## src/rtl/parking_meter_pkg.sv

```systemverilog
// Shared types and constants for the parking-meter controller.
package parking_meter_pkg;

    localparam int unsigned COUNT_W = 7;
    localparam int unsigned COIN_W  = 3;
    localparam int unsigned SEG_W   = 7;
    localparam int unsigned DIGIT_W = 4;
    localparam int unsigned SUM_W   = 8;

    // Seconds of credit per coin switch
    localparam int unsigned COIN_5_SEC  = 5;
    localparam int unsigned COIN_10_SEC = 10;
    localparam int unsigned COIN_20_SEC = 20;

    typedef enum logic [1:0] {
        IDLE    = 2'd0,
        RUN     = 2'd1,
        EXPIRED = 2'd2
    } state_t;

    // Active-low segment patterns, bit order {g,f,e,d,c,b,a}
    localparam logic [SEG_W-1:0] SEG_D0    = 7'b1000000;
    localparam logic [SEG_W-1:0] SEG_D1    = 7'b1111001;
    localparam logic [SEG_W-1:0] SEG_D2    = 7'b0100100;
    localparam logic [SEG_W-1:0] SEG_D3    = 7'b0110000;
    localparam logic [SEG_W-1:0] SEG_D4    = 7'b0011001;
    localparam logic [SEG_W-1:0] SEG_D5    = 7'b0010010;
    localparam logic [SEG_W-1:0] SEG_D6    = 7'b0000010;
    localparam logic [SEG_W-1:0] SEG_D7    = 7'b1111000;
    localparam logic [SEG_W-1:0] SEG_D8    = 7'b0000000;
    localparam logic [SEG_W-1:0] SEG_D9    = 7'b0010000;
    localparam logic [SEG_W-1:0] SEG_BLANK = 7'b1111111;

endpackage

```

## src/rtl/seg7_decoder.sv

```systemverilog
// BCD digit to active-low seven-segment pattern; non-decimal codes blank.
module seg7_decoder
    import parking_meter_pkg::*;
(
    input  logic [DIGIT_W-1:0] digit,
    output logic [SEG_W-1:0]   seg_c
);

    // Digit lookup
    always_comb begin
        seg_c = SEG_BLANK;
        case (digit)
            4'd0: seg_c = SEG_D0;
            4'd1: seg_c = SEG_D1;
            4'd2: seg_c = SEG_D2;
            4'd3: seg_c = SEG_D3;
            4'd4: seg_c = SEG_D4;
            4'd5: seg_c = SEG_D5;
            4'd6: seg_c = SEG_D6;
            4'd7: seg_c = SEG_D7;
            4'd8: seg_c = SEG_D8;
            4'd9: seg_c = SEG_D9;
            default: seg_c = SEG_BLANK;
        endcase
    end

endmodule

```

## src/rtl/parking_meter_ctl.sv

```systemverilog
// Parking-meter controller: coin credit, 1 Hz countdown, two-digit display.
// Optional feature macro: PARKING_METER_EXPIRE_FLASH_EN (flash "00" when expired).
module parking_meter_ctl
    import parking_meter_pkg::*;
#(
    parameter int unsigned CLK_HZ  = 50_000_000,
    parameter int unsigned MAX_SEC = 99
) (
    input  logic              clk,
    input  logic              reset,
    input  logic [COIN_W-1:0] sw_coin,
    input  logic              sw_start,
    output logic [SEG_W-1:0]  seg0,
    output logic [SEG_W-1:0]  seg1
);

    localparam int unsigned PRESC_W = $clog2(CLK_HZ + 1);
    localparam logic [PRESC_W-1:0] PRESC_TC = PRESC_W'(CLK_HZ - 1);
    localparam logic [COUNT_W-1:0] MAX_CNT  = COUNT_W'(MAX_SEC);

    logic [COIN_W-1:0]  coin_meta, coin_sync, coin_prev;
    logic               start_meta, start_sync;
    logic [COIN_W-1:0]  coin_pulse_c;
    logic [5:0]         coin_sum_c;
    state_t             state, state_next_c;
    logic [PRESC_W-1:0] presc;
    logic               tick_c;
    logic [COUNT_W-1:0] count, count_next_c;
    logic [SUM_W-1:0]   sum_c;
    logic [DIGIT_W-1:0] tens_c, ones_c;
    logic [SEG_W-1:0]   tens_seg_c, ones_seg_c;
    logic               blank_c;

    // Two-flop synchronizers plus a history flop for coin edge detection
    always_ff @(posedge clk or negedge reset) begin
        if (!reset) begin
            coin_meta  <= '0;
            coin_sync  <= '0;
            coin_prev  <= '0;
            start_meta <= 1'b0;
            start_sync <= 1'b0;
        end else begin
            coin_meta  <= sw_coin;
            coin_sync  <= coin_meta;
            coin_prev  <= coin_sync;
            start_meta <= sw_start;
            start_sync <= start_meta;
        end
    end

    assign coin_pulse_c = coin_sync & ~coin_prev;
    assign coin_sum_c   = (coin_pulse_c[0] ? 6'(COIN_5_SEC)  : 6'd0)
                        + (coin_pulse_c[1] ? 6'(COIN_10_SEC) : 6'd0)
                        + (coin_pulse_c[2] ? 6'(COIN_20_SEC) : 6'd0);

    // State register
    always_ff @(posedge clk or negedge reset) begin
        if (!reset) state <= IDLE;
        else        state <= state_next_c;
    end

    // Next-state logic
    always_comb begin
        state_next_c = state;
        case (state)
            IDLE: begin
                if (start_sync) state_next_c = (count != '0) ? RUN : EXPIRED;
            end
            RUN: begin
                if (!start_sync)        state_next_c = IDLE;
                else if (count == '0)   state_next_c = EXPIRED;
            end
            EXPIRED: begin
                if (!start_sync)        state_next_c = IDLE;
                else if (count != '0)   state_next_c = RUN;
            end
            default: state_next_c = IDLE;
        endcase
    end

    // One-second prescaler; idles at zero outside RUN so each run starts a full second
    always_ff @(posedge clk or negedge reset) begin
        if (!reset)               presc <= '0;
        else if (state != RUN)    presc <= '0;
        else if (tick_c)          presc <= '0;
        else                      presc <= presc + PRESC_W'(1);
    end

    assign tick_c = (state == RUN) && (presc == PRESC_TC);

    // Credit update: add coins, subtract tick, clamp to [0, MAX_SEC]
    always_comb begin
        sum_c        = SUM_W'(count) + SUM_W'(coin_sum_c);
        count_next_c = count;
        if (tick_c && (sum_c != '0)) sum_c = sum_c - SUM_W'(1);
        if (sum_c > SUM_W'(MAX_SEC)) count_next_c = MAX_CNT;
        else                         count_next_c = COUNT_W'(sum_c);
    end

    // Credit register
    always_ff @(posedge clk or negedge reset) begin
        if (!reset) count <= '0;
        else        count <= count_next_c;
    end

    assign tens_c = DIGIT_W'(count / COUNT_W'(10));
    assign ones_c = DIGIT_W'(count % COUNT_W'(10));

    seg7_decoder u_dec_tens (.digit(tens_c), .seg_c(tens_seg_c));
    seg7_decoder u_dec_ones (.digit(ones_c), .seg_c(ones_seg_c));

`ifdef PARKING_METER_EXPIRE_FLASH_EN
    logic [PRESC_W-1:0] flash_cnt;

    // 1 s flash phase, restarted on entry to EXPIRED with the digits visible first
    always_ff @(posedge clk or negedge reset) begin
        if (!reset)                   flash_cnt <= '0;
        else if (state != EXPIRED)    flash_cnt <= '0;
        else if (flash_cnt == PRESC_TC) flash_cnt <= '0;
        else                          flash_cnt <= flash_cnt + PRESC_W'(1);
    end

    assign blank_c = (state == EXPIRED) && (flash_cnt >= PRESC_W'(CLK_HZ / 2));
`else
    assign blank_c = 1'b0;
`endif

    // Registered display outputs
    always_ff @(posedge clk or negedge reset) begin
        if (!reset) begin
            seg0 <= SEG_D0;
            seg1 <= SEG_D0;
        end else begin
            seg0 <= blank_c ? SEG_BLANK : ones_seg_c;
            seg1 <= blank_c ? SEG_BLANK : tens_seg_c;
        end
    end

endmodule

```

## config.mk

```make
export PLATFORM = sky130hd
export DESIGN_NAME = parking_meter_ctl
export DESIGN_NICKNAME = d
export VERILOG_FILES = /design/src/rtl/parking_meter_pkg.sv /design/src/rtl/seg7_decoder.sv /design/src/rtl/parking_meter_ctl.sv
export SDC_FILE = /design/constraint.sdc
export NUM_CORES = 1
export LEC_CHECK = 0
export BUFFER_PORTS_ARGS = -buffer_cell sky130_fd_sc_hd__buf_2
export CORE_MARGIN = 5
export CORE_UTILIZATION = 46
export CTS_CLUSTER_DIAMETER = 200
export CTS_CLUSTER_SIZE = 20
export DETAILED_ROUTE_END_ITERATION = 10
export GPL_TIMING_DRIVEN = 0
export PLACE_DENSITY_LB_ADDON = 0.08
export REMOVE_ABC_BUFFERS = 1
export SLEW_MARGIN = 0
export SYNTH_ARGS = -nofsm -noshare
export SYNTH_HDL_FRONTEND = slang
export SYNTH_SLANG_ARGS = --single-unit
```

## constraint.sdc

```tcl
create_clock -name clk -period 3.88 [get_ports clk]
set_input_delay 0.97 -clock clk [delete_from_list [all_inputs] [get_ports clk]]
set_output_delay 0.97 -clock clk [all_outputs]
set_load 0.01 [all_outputs]
```

==> summary.md <==
| Metric | Value |
|---|---|
| Status | `complete, no violations` |
| Total core area | `a little over 0.008 mm²` |
| H-tree lvl count | `3` |
| CTS sink count | `60` |
| Final setup violating endpoints | `0` |
| ANT cells | `0` |
| Synth Flop Type | `dfrtp_1` |
| Worst-Margin Slew | `between 0.8 and 0.9 ns` |
| Worst R2R Start | `count[4]` |
| Final period util | `0.9672` |
| Worst R2R Path Depth | `17` |
| CP max FO | `4` |
| Initial antenna violation count | `0` |
| Clock Path Buffers | `2` |
| Max-cap violation count | `0` |
| Synthesized cell area | `0.003822 mm²` |
| Vias in the first global route | `a little under 3,000` |
| First-pass GRT wire length | `around 13 mm` |
| Worst min path class | `reg -> reg` |
| Worst flop-to-flop path endpoint | `seg0[3]` |
| Hold Path End | `coin_sync[1]` |
| CP max stage delay | `approximately 0.55 ns` |
| Post-synthesis cell type count | `70` |
| Fmax | `266.5 MHz` |
| Die Footprint | `~0.010 mm²` |
| Number of enable flip-flop cells after synthesis | `0` |
| Flop-to-flop setup slack | `~0.13 ns` |
| Layout area overhead | `14.80%` |
| CP arrival | `about 4.0 ns` |
| Hold Path Origin | `coin_meta[1]` |
| Non-filler cells, final | `547` |
| Site row count | `33` |
| CP endpoint kind | `register` |
| CP max-delay cell | `or4b_4` |
| Ports | `20` |
| Min cycle time layout | `3.753 ns` |
| Iter 0 DRT Violations | `95` |
| Fin. Hold Viols | `0` |
| DR vias/cell | `around 5.3` |
| Critical path class | `reg -> reg` |
| Cells on Worst Hold Path | `0` |
| Vias | `between 2,000 and 3,000` |
| GR Overflow Total | `0` |
| Critical path startpoint category | `register` |
| Seq/Total Area, Yosys | `0.3935` |
| Slew Viols, Final | `0` |
| Req. time, crit path | `4.13 ns` |
| CTS Buf Count | `9` |
| GRT Total Usage | `0.1618` |
| Clock skew | `0.007233 ns` |
| Mean Syn Cell Area | `9.508 µm²` |
| Worst skew pair latency | `0.34 ns` |
| Placed Cells | `516` |
| Synth Register Bits | `60` |
| DR pass1 iterations | `4` |
| # DRC | `0` |
| Initial Util | `0.4676` |
| Slew HR | `0.4400` |
| Pin count of the biggest net entering global routing | `between 60 and 70` |
| Wirelength per Cell | `about 14 µm` |
| CTS tree | `yes` |
| Layout cells sized above 1 | `0.2059` |
| Die width | `approximately 100 µm` |
| Routed WL | `between 7 and 8 mm` |
| Ys async rst share | `1.000` |
| Yosys warnings | `0` |
| Port bufs | `19` |
| Nets | `around 470` |
| Clk slew on worst S/H paths | `0.06 ns` |
| Routability Congestion | `just under 0.9` |
| Die Y | `101.2 µm` |
| Mapped Cells | `402` |
| CP cell instances | `buf_6, buf_4, or3b_1, a211o_1, a211oi_2, a2111oi_4, ha_2, inv_2, nand2_1, or4b_4, o211ai_4, a211oi_4, a21o_1, buf_4, ha_2, nand2_1, a31oi_1` |
| Clk Tree Root Cell | `clkbuf_8` |
| DP HPWL | `5.365 mm` |
| Antenna Nets Post-Route | `0` |
==> state kept, by name, indices dropped and copies added, names as in the netlist, 2 cells and up <==
register	flops
presc	26
count	7
seg0	7
seg1	7
coin_meta	3
coin_prev	3
coin_sync	3
state	2
==> metrics by stage <==
stage	cell area [µm²]	TNS (ns)	hold slack, ns	util	worst slack [ns]
global route	4388	-0.05966	0.3700	0.5367	-0.03954
detailed placement	3993	-9.065	0.3405	0.4884	-0.8498
floorplan	3766	-0.7663	0.3312	-	-0.1712
finish	4388	0	0.3518	0.5367	0.1274
global placement	3993	-8.777	0.3348	0.4884	-0.8304
CTS	4248	0	0.3554	0.5196	0.006576
==> synth_stat cells (5+ instances only) <==
cell	number	area (µm²)
buf_2	6	30.03
nor2_1	44	165.2
a21oi_1	15	75.07
xnor2_1	15	131.4
inv_1	21	78.83
nand2_1	33	123.9
nor2b_1	11	68.82
o21ai_0	10	50.05
xor2_1	17	148.9
and3_1	6	37.54
mux2i_1	5	50.05
a21o_1	6	45.04
ha_1	26	325.3
nor3_1	9	45.04
nand4_1	9	56.30
o21a_1	5	37.54
and2_1	5	31.28
dfrtp_1	58	1451
nand3_1	16	80.08
==> worst max-delay path by stage <==
stage | from | endpoint | slack (ns)
3_3_place_gp | count[4] | seg0[4] | -0.83
5_1_grt | count[4] | seg0[3] | -0.04
6_report | count[4] | seg0[3] | 0.13
2_1_floorplan | count[4] | seg0[4] | -0.17
4_1_cts | count[4] | seg0[4] | 0.007
3_5_place_dp | count[4] | seg0[4] | -0.85
==> metal layers <==
metal | global-route usage | wire length, µm | up-vias
met1 | 0.2036 | 3544 | 1370
met5 | 0 | 0 | -
met2 | 0.2762 | 3744 | 37
met4 | 0.05215 | 72 | 0
met3 | 0.03650 | 285 | 8
li1 | - | - | 1492
==> cells in the final DEF, fill, tap and decap left out, types with 11 or more instances in the layout <==
cell type,instances
a21oi_1,14
buf_2,18
buf_4,15
dfrtp_1,53
ha_1,20
inv_1,17
nand2_1,33
nand3_1,16
nor2_1,44
nor2b_1,11
xnor2_1,15
xor2_1,17
==> what timing repair did <==
item,in CTS,in global routing
pin swaps,5,14
hold buffers,0,0
gates resized for setup,6,23
gates cloned,0,0
buffers inserted,9,6
endpoints found under the setup margin,14,13
==> critical path, delay by kind of cell (launching register included) <==
| kind | cells | cell delay, ns |
|---|---|---|
| AOI/OAI and AO/OA | 7 | 1.26 |
| and+or+nand+nor | 4 | 1.00 |
| adders and majority gates | 2 | 0.53 |
| buffers and inverters | 4 | 0.46 |
| DFF | 1 | 0.43 |
==> cell type report <==
| class | instances | area, µm² |
|---|---|---|
| timing repair buffer | 34 | 214.0 |
| multi-input combinational | 310 | 2281 |
| fill | 754 | 3787 |
| clock inverter | 5 | 27.53 |
| inverter | 22 | 82.58 |
| clock buffer | 11 | 141.4 |
| sequential | 60 | 1510 |
| tap | 105 | 131.4 |
==> cells by family after synthesis <==
group	Yosys count	synth area share
XOR/XNOR	33	0.07758
AND/OR/NAND/NOR	166	0.2275
multiplexers	5	0.01309
AO/OA/AOI/OAI	78	0.1565
adder cells (fa/ha/maj)	28	0.09558
buffers and inverters	32	0.03634
flip-flops	60	0.3935
Power is left out: the tool's default activity adds up to more than one toggle a clock period on the data nets, which glitch-free logic cannot reach.
